===== src/rtl/shift_sequencer.sv =====
// rtl/shift_sequencer.sv - steps a captured word through shift amounts 0..STEPS-1 via an external barrel shifter
// Each result is offered on a valid/ready output; the sequencer waits for acceptance before the next amount.
module shift_sequencer #(
  parameter int STEPS = 4
) (
  input  logic       clk,
  input  logic       rst,
  input  logic       start,
  input  logic [3:0] data_in,
  output logic [3:0] a,
  output logic [1:0] sel,
  input  logic [3:0] shift_out,
  output logic       out_valid,
  input  logic       out_ready,
  output logic [3:0] out_data,
  output logic [1:0] out_amt,
  output logic       busy,
  output logic       done
);

  typedef enum logic [1:0] {IDLE, STEP, HOLD, DONE} state_t;

  localparam logic [1:0] LAST_SEL = 2'(STEPS - 1);

  state_t     state, state_nx;
  logic [3:0] a_nx, out_data_nx;
  logic [1:0] sel_nx, out_amt_nx;
  logic       out_valid_nx;

  always_comb begin
    state_nx     = state;
    a_nx         = a;
    sel_nx       = sel;
    out_valid_nx = out_valid;
    out_data_nx  = out_data;
    out_amt_nx   = out_amt;
    case (state)
      IDLE: begin
        if (start) begin
          a_nx     = data_in;
          sel_nx   = 2'd0;
          state_nx = STEP;
        end
      end
      STEP: begin
        out_data_nx  = shift_out;
        out_amt_nx   = sel;
        out_valid_nx = 1'b1;
        state_nx     = HOLD;
      end
      HOLD: begin
        // sel only advances on acceptance, so it never passes LAST_SEL within a run
        if (out_ready) begin
          out_valid_nx = 1'b0;
          if (sel == LAST_SEL) begin
            state_nx = DONE;
          end else begin
            sel_nx   = sel + 2'd1;
            state_nx = STEP;
          end
        end
      end
      DONE: begin
        state_nx = IDLE;
      end
      default: begin
        state_nx = IDLE;
      end
    endcase
  end

  // busy and done are registered decodes of the next state so they line up with the state register
  always_ff @(posedge clk) begin
    if (rst) begin
      state     <= IDLE;
      a         <= 4'd0;
      sel       <= 2'd0;
      out_valid <= 1'b0;
      out_data  <= 4'd0;
      out_amt   <= 2'd0;
      busy      <= 1'b0;
      done      <= 1'b0;
    end else begin
      state     <= state_nx;
      a         <= a_nx;
      sel       <= sel_nx;
      out_valid <= out_valid_nx;
      out_data  <= out_data_nx;
      out_amt   <= out_amt_nx;
      busy      <= (state_nx != IDLE);
      done      <= (state_nx == DONE);
    end
  end

endmodule


===== config.mk =====
export PLATFORM = sky130hd
export DESIGN_NAME = shift_sequencer
export DESIGN_NICKNAME = d
export VERILOG_FILES = /design/src/rtl/shift_sequencer.sv
export SDC_FILE = /design/constraint.sdc
export NUM_CORES = 1
export LEC_CHECK = 0
export CORE_MARGIN = 2
export CORE_UTILIZATION = 37
export CTS_CLUSTER_SIZE = 16
export DETAILED_ROUTE_END_ITERATION = 7
export PLACE_DENSITY = 0.73
export SETUP_SLACK_MARGIN = 0.3
export SLEW_MARGIN = 40
export SYNTH_ARGS = -nofsm -noshare
export SYNTH_HDL_FRONTEND = slang
export SYNTH_SLANG_ARGS = --single-unit

===== constraint.sdc =====
create_clock -name clk -period 1.1 [get_ports clk]
set_input_delay 0.11 -clock clk [delete_from_list [all_inputs] [get_ports clk]]
set_output_delay 0.11 -clock clk [all_outputs]
set_load 0.005 [all_outputs]

==> impl_summary.log <==
INFO  metric layout_worst_path_cycle_share = 1.12
INFO  metric routed_vias = 687
INFO  metric synth_top_cells_by_area = dfxtp_1 50%, mux2i_1 10%, a21oi_1 5.1%, nand2_1 4.4%, nor2_1 4.4%
INFO  metric preCtsSetupSlack = -0.280 ns
INFO  metric synth_warnings = 0
INFO  metric tritoncts_clock_tree = done
INFO  metric syn_inst = 68
INFO  metric number_of_iterations_in_the_first_detailed_routing_pass = 4
INFO  metric vdd.ir_drop.worst = 0.753 mV
INFO  metric placeableCoreArea = between 1500 and 2000 um2
INFO  metric clk_path_buf_depth = 2
INFO  metric run_status = finished with violations
INFO  metric die_y = 47.0 um
INFO  metric timing.final.hold_violations = 0
INFO  metric clock-skew-final = 0.000755 ns
INFO  metric grt_start_max_net_pins = 12
INFO  metric clock-sinks = 17
INFO  metric most_common_library_cell_in_the_layout_ignoring_fill_and_taps = buf_6
INFO  metric synth.ff_latch_count = 17
INFO  metric reg2reg_to = sel[0]
INFO  metric gr-total-overflow = 0
INFO  metric clkLatencyLatePin = 0.29 ns
INFO  metric port-buffer-count = 26
INFO  metric min_delay_worst_endpoint = a[3]
INFO  metric arrival = about 1.5 ns
INFO  metric fp_rows = 15
INFO  metric antenna_left = 0
INFO  metric ys_seq_area_frac = 0.497
INFO  metric post-synth-top-area-fraction = 0.497
INFO  metric syn_nets = 81
INFO  metric synth-simple-area-share = 0.252
INFO  metric rrSetupSlack = -0.13 ns
INFO  metric violations_in_the_final_reports = setup timing
INFO  metric power_density = 1020 nW/um2
INFO  metric gp_routability_congestion = around 0.75
INFO  metric htree_levels = 1
INFO  metric drt-vias-per-instance = 4.87
INFO  metric worstSetupPathType = reg -> reg
INFO  metric most-common-layout-cells = 19 x buf_6, 13 x dfxtp_2, 11 x clkdlybuf4s50_1, 11 x buf_4, 8 x nor2_1
INFO  metric grt_antenna_before_repair = 0
INFO  metric synth.lib_cells_used.distinct = 22
INFO  metric dpl_cell_area = approximately 1100 um2
INFO  metric worst_setup_hold_path_clk_slew = approximately 0.10 ns
INFO  metric min_delay_path_depth = 3
INFO  metric synth_xor_xnor_area_share = 0
INFO  metric cellLeakagePower = 0.531 nW
INFO  metric io_pins = 27
INFO  metric remaining_drc_errors = 0
INFO  metric finalNetCount = between 100 and 150
INFO  metric timing.critical_path.fanout_max = 3
INFO  metric hpwlAfterDp = roughly 1200 um
INFO  metric antenna-diode-count = 0
INFO  metric chipWidth = 47.0 um
INFO  metric combinational_family_with_the_most_area_after_synthesis = simple AND/OR/NAND/NOR gates
INFO  metric final-max-slew-violation-count = 0
INFO  metric cts_made_buffers = 3
INFO  metric hold_path.startpoint = data_in[3]
INFO  metric synth-adder-area-share = 0.0183
INFO  metric share_of_the_synthesized_area_in_compound_gates_ao_oa_aoi_oai = 0.0731
INFO  metric syn-mean-instance-area = 10.1 um2
INFO  metric startpoint_type = flop
INFO  metric layout_setup_ws = -0.131 ns
INFO  metric drive_gt1_frac = 0.647
INFO  metric worst_setup_path_end_kind = flop
INFO  metric setup-violations-final = 6
INFO  metric finalCriticalPeriod = between 1 and 1.5 ns
INFO  metric detail_route.wl_per_cell = roughly 14 um
INFO  metric cts.root.buffer_cell = clkbuf_4
INFO  metric critPathRequiredTime = 1.33 ns
INFO  metric maxClockFrequency = 812 MHz
INFO  metric global_route.usage.total = 0.198
INFO  metric critical_path.reg2reg.startpoint = sel[1]
INFO  metric synth_area = 684 um2
INFO  metric synth_top_area_cell = dfxtp_1
INFO  metric rsz0062_at_grt = true
INFO  metric die-area = 2210 um2
INFO  metric area.growth.synth_to_final = 86.1%
INFO  metric start_util = 0.396
INFO  metric hold_class = in -> reg
INFO  metric grt_pass1_vias = around 670
INFO  metric synth.mux.area_fraction = 0.102
INFO  metric count_of_maximum_capacitance_violations = 0
INFO  metric stdcell_area = 1270 um2
INFO  metric r2r_cells = 5
INFO  metric drt_first_iter_violations = 11
INFO  metric tightestPinTransition = 0.198 ns
INFO  metric tightest_slew_margin_relative_to_the_limit = 0.867
INFO  metric global_route_wire_length_before_repair = around 2900 um
INFO  metric wirelength = about 2000 um
-- where the power goes --
part           switching [mW]  internal [mW]
logic                   0.115          0.177
clock network           0.200          0.141
registers              0.0228          0.647
total                   0.337          0.964
-- critical path: stages (launching register included) --
cell	delay (ns)
dfxtp_4	0.36
buf_6	0.11
ha_4	0.15
nand4bb_4	0.20
or2_4	0.25
a21oi_2	0.11
-- cell usage after synthesis --
cell type and n:
or2_2 1, nor2_1 8, nand4b_1 1, buf_6 2, mux2i_1 7, a211oi_1 2
and4b_1 1, or3b_1 1, nor3_1 2, nand2b_1 1, nor3b_1 1, nand3_1 2
nand4bb_4 1, dfxtp_1 17, nor2b_2 1, nand2_1 8, and2b_2 1, buf_4 1
a21oi_1 7, clkbuf_1 1, buf_2 1, ha_1 1
-- metal layers --
| layer | GRT usage | wire, um |
|---|---|---|
| met1 | 0.208 | 790 |
| met2 | 0.362 | 1050 |
| met3 | 0.0500 | 111 |
| met4 | 0.100 | 56 |
| met5 | 0 | 0 |
-- stage by stage --
step	power, mW	setup TNS, ns	utilization	hold slack (ns)	std cells
after floorplan	0.777	-0.172	-	0.204	68
after global placement	0.908	-1.39	0.622	0.448	127
after detailed placement	0.914	-1.58	0.622	0.452	127
after CTS	1.27	-0.226	0.683	0.353	139
after global routing	1.38	-0.773	0.738	0.365	141
final	1.30	-0.390	0.738	0.355	141
-- what timing repair did --
action | in CTS | in global routing
gates resized for setup | 90 | 18
setup buffers | 8 | 2
pin swaps | 5 | 9
hold buffers | 0 | 0
setup endpoints to repair | 32 | 32
-- state kept, by name, summed over array words and instances, names as in the netlist --
signal and count:
busy 1, out_valid 1, sel 2, out_amt 2, out_data 4, a 4
state 2, done 1
-- final cells by class --
| class | count | area [um2] |
|---|---|---|
| timing repair buffer | 49 | 462 |
| fill | 133 | 453 |
| multi-input combinational | 46 | 387 |
| sequential | 17 | 368 |
| tap | 25 | 31.3 |
| clock buffer | 4 | 26.3 |
-- worst max-delay path by stage --
stage | depth (start not counted) | to | slack (ns) | startpoint
CTS | 5 | sel[0] | -0.12 | sel[1]
global placement | 4 | sel[1] | -0.24 | start
floorplan | 5 | sel[0] | -0.04 | state[1]
global route | 5 | sel[0] | -0.19 | sel[1]
detailed placement | 4 | a[2] | -0.28 | start
finish | 5 | sel[0] | -0.13 | sel[1]
-- cells by family (layout without fill, tap and decap cells) --
| family | after synthesis | after routing |
|---|---|---|
| muxes | 7 | 7 |
| and+or+nand+nor | 29 | 29 |
| DFF | 17 | 17 |
| buffers and inverters | 5 | 53 |
| AOI/OAI and AO/OA | 9 | 9 |
| adders and majority gates | 1 | 1 |
No activity file was read; power rests on OpenSTA's default activity.
